## src/rtl/ball_motion_ctrl_if.sv

```systemverilog
// rtl/ball_motion_ctrl_if.sv - scan, paddle and ball signal bundle for ball_motion_ctrl
// Purpose: groups the pixel-scan inputs, paddle/serve controls and ball outputs
//          of the breakout ball controller into one bundle.
// Signals:
//   pTick      1   pixel enable from the sync generator
//   pixelX     10  current scan column
//   pixelY     10  current scan line
//   paddleX    10  paddle left edge
//   start      1   serve request (level)
//   ballX      10  ball left edge
//   ballY      10  ball top edge
//   squareBall 1   current pixel lies inside the ball
//   miss       1   one-clock pulse on ball loss
//   lives      2   remaining lives
//   state      2   SERVE=0, MOVE=1, MISS=2, OVER=3
// Modports: master drives scan/paddle/start, slave (the controller) drives ball outputs.
interface ball_motion_ctrl_if;
  logic       pTick;
  logic [9:0] pixelX;
  logic [9:0] pixelY;
  logic [9:0] paddleX;
  logic       start;
  logic [9:0] ballX;
  logic [9:0] ballY;
  logic       squareBall;
  logic       miss;
  logic [1:0] lives;
  logic [1:0] state;

  modport master (
    output pTick, pixelX, pixelY, paddleX, start,
    input  ballX, ballY, squareBall, miss, lives, state
  );

  modport slave (
    input  pTick, pixelX, pixelY, paddleX, start,
    output ballX, ballY, squareBall, miss, lives, state
  );
endinterface

```

## src/rtl/ball_motion_ctrl.sv

```systemverilog
// rtl/ball_motion_ctrl.sv - breakout ball serve/move/miss sequencer, one update per frame
// Purpose: moves and bounces the ball once per frame during vertical blank and
//          flags the pixels covered by the ball for the colour mux.
// Ports:
//   clock  system clock
//   reset  asynchronous active-low reset
//   bus    ball_motion_ctrl_if.slave (scan/paddle/start in, ball/miss/lives/state out)
// Option: BALL_LIVES_EN enables lives counting and the OVER state; without it
//         lives stays 3 and every miss returns to SERVE through MISS.
module ball_motion_ctrl #(
  parameter int H_RES       = 640,
  parameter int V_RES       = 480,
  parameter int BALL_SIZE   = 8,
  parameter int SPEED       = 2,
  parameter int SERVE_X     = 316,
  parameter int SERVE_Y     = 240,
  parameter int PADDLE_Y    = 460,
  parameter int PADDLE_W    = 64,
  parameter int MISS_FRAMES = 60
) (
  input logic               clock,
  input logic               reset,
  ball_motion_ctrl_if.slave bus
);

  localparam logic [1:0] ST_SERVE = 2'd0;
  localparam logic [1:0] ST_MOVE  = 2'd1;
  localparam logic [1:0] ST_MISS  = 2'd2;
  localparam logic [1:0] ST_OVER  = 2'd3;

  // 11-bit constants so every sum and compare below is free of wrap.
  localparam logic [10:0] H_W  = 11'(H_RES);
  localparam logic [10:0] V_W  = 11'(V_RES);
  localparam logic [10:0] BS_W = 11'(BALL_SIZE);
  localparam logic [10:0] SP_W = 11'(SPEED);
  localparam logic [10:0] PY_W = 11'(PADDLE_Y);
  localparam logic [10:0] PW_W = 11'(PADDLE_W);
  localparam logic [9:0]  SERVE_X_W = 10'(SERVE_X);
  localparam logic [9:0]  SERVE_Y_W = 10'(SERVE_Y);
  localparam logic [9:0]  V_RES_W   = 10'(V_RES);
  localparam logic [7:0]  MISS_W    = 8'(MISS_FRAMES);

  logic [9:0] ball_x_q, ball_x_d;
  logic [9:0] ball_y_q, ball_y_d;
  logic       dir_x_q, dir_x_d;   // 1 = moving right
  logic       dir_y_q, dir_y_d;   // 1 = moving down
  logic [1:0] state_q, state_d;
  logic [7:0] cnt_q, cnt_d;
  logic [1:0] lives_q, lives_d;
  logic       miss_q, miss_d;

  logic        frame_tick;
  logic [10:0] x_ext, y_ext, px_ext, bot_ext;
  logic        paddle_hit, bottom_hit;
  logic [9:0]  x_mv, y_mv;
  logic        dir_x_mv, dir_y_mv;

  // First blanking line, first column: once per frame, always inside vertical blank.
  assign frame_tick = bus.pTick && (bus.pixelX == 10'd0) && (bus.pixelY == V_RES_W);

  // Candidate position for one MOVE frame; X and Y resolve independently so a
  // corner reflects both axes at once.
  always_comb begin
    x_ext    = {1'b0, ball_x_q};
    y_ext    = {1'b0, ball_y_q};
    px_ext   = {1'b0, bus.paddleX};
    bot_ext  = y_ext + BS_W;
    paddle_hit = (bot_ext <= PY_W) && (bot_ext + SP_W >= PY_W) &&
                 (x_ext + BS_W > px_ext) && (x_ext < px_ext + PW_W);
    bottom_hit = (bot_ext + SP_W >= V_W);
    x_mv     = ball_x_q;
    y_mv     = ball_y_q;
    dir_x_mv = dir_x_q;
    dir_y_mv = dir_y_q;

    if (dir_x_q) begin
      if (x_ext + BS_W + SP_W >= H_W) begin
        x_mv     = 10'(H_W - BS_W);
        dir_x_mv = 1'b0;
      end else begin
        x_mv = 10'(x_ext + SP_W);
      end
    end else if (x_ext <= SP_W) begin
      x_mv     = 10'd0;
      dir_x_mv = 1'b1;
    end else begin
      x_mv = 10'(x_ext - SP_W);
    end

    if (!dir_y_q) begin
      if (y_ext <= SP_W) begin
        y_mv     = 10'd0;
        dir_y_mv = 1'b1;
      end else begin
        y_mv = 10'(y_ext - SP_W);
      end
    end else if (paddle_hit) begin
      y_mv     = 10'(PY_W - BS_W);
      dir_y_mv = 1'b0;
    end else begin
      y_mv = 10'(y_ext + SP_W);
    end
  end

  always_comb begin
    ball_x_d = ball_x_q;
    ball_y_d = ball_y_q;
    dir_x_d  = dir_x_q;
    dir_y_d  = dir_y_q;
    state_d  = state_q;
    cnt_d    = cnt_q;
    lives_d  = lives_q;
    miss_d   = 1'b0;

    if (frame_tick) begin
      case (state_q)
        ST_SERVE: begin
          if (bus.start) begin
            dir_x_d = 1'b1;
            dir_y_d = 1'b0;
            state_d = ST_MOVE;
          end
        end
        ST_MOVE: begin
          // A miss freezes the ball where it is; paddle_hit already took priority.
          if (dir_y_q && !paddle_hit && bottom_hit) begin
            miss_d = 1'b1;
            cnt_d  = MISS_W;
`ifdef BALL_LIVES_EN
            lives_d = lives_q - 2'd1;
            if (lives_q == 2'd1) begin
              state_d  = ST_OVER;
              ball_x_d = SERVE_X_W;
              ball_y_d = SERVE_Y_W;
            end else begin
              state_d = ST_MISS;
            end
`else
            state_d = ST_MISS;
`endif
          end else begin
            ball_x_d = x_mv;
            ball_y_d = y_mv;
            dir_x_d  = dir_x_mv;
            dir_y_d  = dir_y_mv;
          end
        end
        ST_MISS: begin
          cnt_d = cnt_q - 8'd1;
          if (cnt_q <= 8'd1) begin
            cnt_d    = 8'd0;
            state_d  = ST_SERVE;
            ball_x_d = SERVE_X_W;
            ball_y_d = SERVE_Y_W;
          end
        end
        ST_OVER: begin
          ball_x_d = SERVE_X_W;
          ball_y_d = SERVE_Y_W;
        end
        default: state_d = ST_SERVE;
      endcase
    end
  end

  always_ff @(posedge clock or negedge reset) begin
    if (!reset) begin
      ball_x_q <= SERVE_X_W;
      ball_y_q <= SERVE_Y_W;
      dir_x_q  <= 1'b1;
      dir_y_q  <= 1'b0;
      state_q  <= ST_SERVE;
      cnt_q    <= 8'd0;
      lives_q  <= 2'd3;
      miss_q   <= 1'b0;
    end else begin
      ball_x_q <= ball_x_d;
      ball_y_q <= ball_y_d;
      dir_x_q  <= dir_x_d;
      dir_y_q  <= dir_y_d;
      state_q  <= state_d;
      cnt_q    <= cnt_d;
      lives_q  <= lives_d;
      miss_q   <= miss_d;
    end
  end

  assign bus.ballX = ball_x_q;
  assign bus.ballY = ball_y_q;
  assign bus.state = state_q;
  assign bus.lives = lives_q;
  assign bus.miss  = miss_q;
  assign bus.squareBall = ({1'b0, bus.pixelX} >= x_ext) && ({1'b0, bus.pixelX} < x_ext + BS_W) &&
                          ({1'b0, bus.pixelY} >= y_ext) && ({1'b0, bus.pixelY} < y_ext + BS_W);

endmodule

```

## src/flat_wrapper.sv

```systemverilog
// flat-port wrapper written by rule: the top's interface ports become plain ports
module ball_motion_ctrl_flat 
#(
  parameter int H_RES       = 640,
  parameter int V_RES       = 480,
  parameter int BALL_SIZE   = 8,
  parameter int SPEED       = 2,
  parameter int SERVE_X     = 316,
  parameter int SERVE_Y     = 240,
  parameter int PADDLE_Y    = 460,
  parameter int PADDLE_W    = 64,
  parameter int MISS_FRAMES = 60
)
  (clock, reset, bus_pTick, bus_pixelX, bus_pixelY, bus_paddleX, bus_start, bus_ballX, bus_ballY, bus_squareBall, bus_miss, bus_lives, bus_state);
  ball_motion_ctrl_if bus_i ();
  input logic clock;
  input logic reset;
  input wire logic [$bits(bus_i.pTick)-1:0] bus_pTick;
  input wire logic [$bits(bus_i.pixelX)-1:0] bus_pixelX;
  input wire logic [$bits(bus_i.pixelY)-1:0] bus_pixelY;
  input wire logic [$bits(bus_i.paddleX)-1:0] bus_paddleX;
  input wire logic [$bits(bus_i.start)-1:0] bus_start;
  output wire logic [$bits(bus_i.ballX)-1:0] bus_ballX;
  output wire logic [$bits(bus_i.ballY)-1:0] bus_ballY;
  output wire logic [$bits(bus_i.squareBall)-1:0] bus_squareBall;
  output wire logic [$bits(bus_i.miss)-1:0] bus_miss;
  output wire logic [$bits(bus_i.lives)-1:0] bus_lives;
  output wire logic [$bits(bus_i.state)-1:0] bus_state;
  assign bus_i.pTick = bus_pTick;
  assign bus_i.pixelX = bus_pixelX;
  assign bus_i.pixelY = bus_pixelY;
  assign bus_i.paddleX = bus_paddleX;
  assign bus_i.start = bus_start;
  assign bus_ballX = bus_i.ballX;
  assign bus_ballY = bus_i.ballY;
  assign bus_squareBall = bus_i.squareBall;
  assign bus_miss = bus_i.miss;
  assign bus_lives = bus_i.lives;
  assign bus_state = bus_i.state;
  ball_motion_ctrl #(.H_RES(H_RES), .V_RES(V_RES), .BALL_SIZE(BALL_SIZE), .SPEED(SPEED), .SERVE_X(SERVE_X), .SERVE_Y(SERVE_Y), .PADDLE_Y(PADDLE_Y), .PADDLE_W(PADDLE_W), .MISS_FRAMES(MISS_FRAMES)) u_core (.clock(clock), .reset(reset), .bus(bus_i));
endmodule
```

## config.mk

```make
export PLATFORM = sky130hd
export DESIGN_NAME = ball_motion_ctrl_flat
export DESIGN_NICKNAME = d
export VERILOG_FILES = /design/src/rtl/ball_motion_ctrl_if.sv /design/src/rtl/ball_motion_ctrl.sv /design/src/flat_wrapper.sv
export SDC_FILE = /design/constraint.sdc
export NUM_CORES = 1
export LEC_CHECK = 0
export ABC_AREA = 1
export CAP_MARGIN = 30
export CORE_UTILIZATION = 45
export DETAILED_ROUTE_END_ITERATION = 8
export PLACE_DENSITY = 0.67
export SLEW_MARGIN = 15
export SYNTH_ARGS = -nofsm -noshare
export SYNTH_HDL_FRONTEND = slang
export SYNTH_SLANG_ARGS = --single-unit
```

## constraint.sdc

```tcl
create_clock -name clock -period 8 [get_ports clock]
set_clock_uncertainty 0.2 [all_clocks]
set_input_delay 2 -clock clock [delete_from_list [all_inputs] [get_ports clock]]
set_output_delay 2 -clock clock [all_outputs]
set_load 0.03 [all_outputs]
```

== Yosys cells after proc, flatten, opt, wreduce, memory -nomap -nowiden ==
Index checks and enable logic that the tools add are counted.
Word-level totals
  bits of input ports: 34
  register bits after elaboration: 33
  logic and storage cells: 93
Cells by class
  reduce and logical (&&, ||, !) cells: 21
  mux-type cells: 34
  order comparisons: 13
  add/subtract/negate cells: 10
  eq/ne operators: 8
Operators with widths (number)
  2-to-1 mux 10 bit: 10
  case mux 10 bit (3 select lines): 2
  less-than comparator 10 x 11 -> 1 bit: 3
  adder 10 x 4 -> 11 bit, second input constant: 2
  adder 11 x 2 -> 11 bit, second input constant: 2
  >= comparator 11 x 9 -> 1 bit, second input constant: 2
  adder 10 x 2 -> 10 bit, second input constant: 2
  >= comparator 10 bit: 2
  less-or-equal comparator 10 x 2 -> 1 bit, second input constant: 2
  subtractor 10 x 2 -> 10 bit, second input constant: 2
  2-to-1 mux 8 bit: 2
  case mux 8 bit (2 select lines): 1
  2-to-1 mux 1 bit: 13
  adder 10 x 7 -> 11 bit, second input constant: 1
  >= comparator 11 x 10 -> 1 bit, second input constant: 1
  greater-than comparator 11 x 10 -> 1 bit: 1
  less-or-equal comparator 11 x 9 -> 1 bit, second input constant: 1
  == test 10 x 9 -> 1 bit, second input constant: 1
  logical AND 1 bit: 10
  zero test 10 bit: 1
  less-or-equal comparator 8 x 1 -> 1 bit, second input constant: 1
  AND reduction 4 bit: 2
  subtractor 8 x 1 -> 8 bit, second input constant: 1
  2-to-1 mux 2 bit: 3
  12 further kinds: 18

== Longest topological paths before layout ==
  depth after elaboration: 12
  gate-level depth with buffers: 20
  gate-level depth less buffers: 20

== Least setup slack after synthesis ==
OpenSTA, ideal clock, no wires.
  kind: input to output
  start point: in bus_pixelX[1]
  end point: out bus_squareBall
  arrival time: 3.489 ns
  setup slack: 2.311 ns
  stages on the path: 9
  path buffers: 0
  cell sequence: ha_1 > or2_2 > a21oi_1 > o221ai_1 > nand3_1 > a21boi_0 > o21ai_0 > nand2_1 > nor2_1
On the way
  longest elaborated chain between the ends: 4
Ends and longest elaborated chain
  start: declaration: line flat_wrapper.sv:19  | input wire logic [$bits(bus_i.pixelX)-1:0] bus_pixelX;
  less-than comparator 10 x 11 -> 1 bit / >= comparator 10 bit (equally long branches): line ball_motion_ctrl.sv:193  | assign bus.squareBall = ({1'b0, bus.pixelX} >= x_ext) && ({1'b0, bus.pixelX} < x_ext + BS_W) &&
  logical AND 1 bit (*) (2 in a row): line ball_motion_ctrl.sv:193
  logical AND 1 bit (*): line ball_motion_ctrl.sv:194  | ({1'b0, bus.pixelY} >= y_ext) && ({1'b0, bus.pixelY} < y_ext + BS_W);
  end: declaration: line flat_wrapper.sv:25  | output wire logic [$bits(bus_i.squareBall)-1:0] bus_squareBall;
Mark *: on every way between the ends. The rest lies on a longest branch, timed or not.

== Worst setup path after layout ==
Same ends and word-level chain as after synthesis.

==> flow_summary.json <==
{
  "status": "complete, no violations",
  "crit_required_ps": 5800,
  "synthesis.instances": 664,
  "die_h_um": 102.3,
  "swShare_pct": 24.50,
  "yosysMostFrequentCell": "nand2_1",
  "switchingPower_uw": 93.04,
  "pwr-share-comb_pct": 15.6,
  "yosysTopAreaCell": "ha_1",
  "n_antenna_cell": 0,
  "cts_inserted_buffers": 5,
  "vdd_drop_max_v": 0.00008843,
  "drc": 0,
  "synth_area_per_cell_sq_um": 6.819,
  "cts_tree": "yes",
  "dieArea_sq_um": 10470,
  "clock_latency_ps": 290,
  "hold_path.startpoint": "u_core.cnt_q[6]",
  "rsz0062_at_grt": "no",
  "hold_depth": 2,
  "cts_setup_buffers": 0,
  "postCtsHoldBufs": 0,
  "cts_htree_levels": 2,
  "antenna_found_initial": 0,
  "worstMarginPinSlew_ps": 565.0,
  "worstSetupPathType": "input port to primary output",
  "fill_cells": 958,
  "synth.top_cell.area_share_pct": 19.34,
  "design_area_sq_um": 5271,
  "rr_worst_depth": 16,
  "hold_path_class": "flip-flop to flip-flop",
  "fin_crit_sh_pct": 83.44,
  "fin_crit_ps": 6675,
  "ys_dominant_reg_cell": "dfrtp_1",
  "synth_edf_count": 0,
  "drv_cap": 0,
  "gp_congestion": 0.9165,
  "core_sq_um": 9774,
  "placed_cell_area_sq_um": 5154,
  "finalHoldViolCount": 0,
  "io_pins": 60,
  "crit_path_frequent_cell": "clkdlybuf4s50_1",
  "clk_pin_slew_ps": 70,
  "crit_path_start": "bus_pixelX[1]",
  "ys_warn_count": 0,
  "ys_ff_latch": 31,
  "r2r-start": "u_core.bus.ballX[3]",
  "num_rows": 36,
  "groute.usage.overall_pct": 23.61,
  "ctsResizeCount": 0,
  "reg2reg_to": "u_core.bus.ballY[9]",
  "cp_data_arrival_time_ps": 4470,
  "grt_pass1_wl_mm": 19.69,
  "synth_area_sq_um": 4528,
  "cp_slowest_cell": "clkdlybuf4s50_1",
  "async_flop_share_pct": 100.0,
  "numPortBuffers": 55,
  "cp-start-kind": "input port",
  "leakage_nw": 2.480,
  "die_w_um": 102.3,
  "drtIter0Drc": 195,
  "ys_types": 50,
  "timing.slew.headroom_pct": 62.33,
  "drive_above_1_share_pct": 10.91,
  "design_power_total_uw": 379.8,
  "crit_chain": "clkdlybuf4s50_1, ha_1, or2_2, a21oi_1, o221ai_1, nand3_1, a21boi_0, o21ai_0, nand2_1, nor2_1, clkdlybuf4s50_1",
  "initial_core_util_pct": 46.33,
  "timing.fmax_mhz": 149.8,
  "final_nets": 818,
  "powerDensity_nw_per_um2": 72.05,
  "grt_pass1_vias": 4235,
  "cts_sinks": 31,
  "wl_per_cell_um": 13.82,
  "via_per_inst": 5.233,
  "final_max_slew_viol_count": 0,
  "ys_top_cells_by_count": "nand2_1, inv_1, ha_1",
  "holdPathEnd": "u_core.cnt_q[6]",
  "wirelength_mm": 11.72,
  "hpwl_mm": 9.351,
  "ff2ff_setup_slack_ps": 4060,
  "max_stage_delay_ps": 690,
  "grt_max_degree": 36,
  "areaGrowthSynthToFinish_pct": 16.41,
  "synth_seq_area_share_pct": 17.41,
  "clkPwrFrac_pct": 43.1,
  "cts_root_buf": "clkbuf_8",
  "dr_total_vias": 4438,
  "seqPwrFrac_pct": 41.3,
  "overflow": 0,
  "critPathCaptureType": "primary output",
  "intPower_uw": 286.8,
  "path_max_fanout": 2,
  "firstDrtPassIters": 5,
  "clock_path_buffers": 2,
  "setup-violations-final": 0,
  "synth_area_leaders": "ha_1, dfrtp_1, nand2_1",
  "drtAntennaViolNets": 0,
  "setup_tns_ps": 0
}
[per-layer routing]
| metal | global-route usage (%) | part of all wire [%] | vias up |
|---|---|---|---|
| met3 | 2.941 | 3.9 | 28 |
| met2 | 41.04 | 48 | 121 |
| met4 | 8.462 | 2.2 | 0 |
| met1 | 29.95 | 46 | 2008 |
| met5 | 0 | 0 | - |
| li1 | - | - | 2281 |
[worst max-delay path, delay by kind of cell]
| kind | cells | cell delay (ps) |
|---|---|---|
| and+or+nand+nor | 4 | 570 |
| AOI/OAI and AO/OA | 4 | 510 |
| adders and majority gates | 1 | 220 |
| buffers and inverters | 2 | 1170 |
[layout by cell type (no fill, tap or decap), drive strengths merged, types with 2 or more instances in the layout]
cell type / instances
clkbuf: 6
nor3: 9
or2: 3
o21ai: 50
inv: 97
o211ai: 3
nor4: 6
xnor2: 2
clkinv: 4
nor2: 60
o221ai: 2
and3: 2
nand3: 49
nand2: 154
nand4: 15
a21o: 2
dfstp: 10
nand3b: 3
ha: 70
buf: 2
dfrtp: 21
a21boi: 2
conb: 4
clkdlybuf4s50: 55
xor2: 29
and2: 3
o22ai: 2
a31oi: 3
a21oi: 38
o2111ai: 3
[sequential cells by signal (all words and copies together) (netlist names)]
name              count
u_core.dir_y_q        1
u_core.cnt_q          8
u_core.bus.ballX      9
u_core.bus.state      2
u_core.bus.miss       1
u_core.dir_x_q        1
u_core.bus.ballY      9
[power groups by stage]
stage,sequential [mW],combinational [mW],clock (mW)
3_5_place_dp,0.160,0.0589,0
6_report,0.157,0.0591,0.164
3_3_place_gp,0.160,0.0573,0
2_1_floorplan,0.160,0.0299,0
5_1_grt,0.157,0.0677,0.174
4_1_cts,0.157,0.0593,0.167
[final cells by class]
class	instances	area [sq um]	area share, %
Inverter	100	376.6	7.145
Timing Repair Buffer	57	565.5	10.73
Clock inverter	2	35.03	0.6646
Sequential cell	31	788.3	14.95
Clock buffer	6	82.58	1.567
Multi-Input combinational cell	519	3257	61.78
Tap cell	133	166.4	3.157
[through the flow]
stage / hold slack [ps] / cells / utilization, % / setup slack, ps
global route: 337.8 / 848 / 53.93 / 1158
floorplan: 264.5 / 666 / - / 2311
global placement: 284.6 / 840 / 52.73 / 1348
finish: 305.9 / 848 / 53.93 / 1325
CTS: 308.6 / 848 / 53.93 / 1313
detailed placement: 291.4 / 840 / 52.73 / 1328
[worst max path at each step]
stage | endpoint | slack [ps]
after floorplan | bus_squareBall | 2310
after global placement | bus_squareBall | 1350
after detailed placement | bus_squareBall | 1330
after CTS | bus_squareBall | 1310
after global routing | bus_squareBall | 1160
final | bus_squareBall | 1330
[kinds of logic (layout without fill, tap and decap cells)]
logic type / count (synthesis) / in the layout / synth area share [%]
xor+xnor: 31 / 31 / 5.996
fa+ha+maj: 70 / 70 / 19.34
other cells: 2 / 4 / 0.1659
buf+inv: 116 / 165 / 10.83
compound gates: 108 / 108 / 14.53
flops: 31 / 31 / 17.41
mux: 1 / 1 / 0.2487
simple gates: 305 / 305 / 31.47
(Power assumes the default switching activity.)
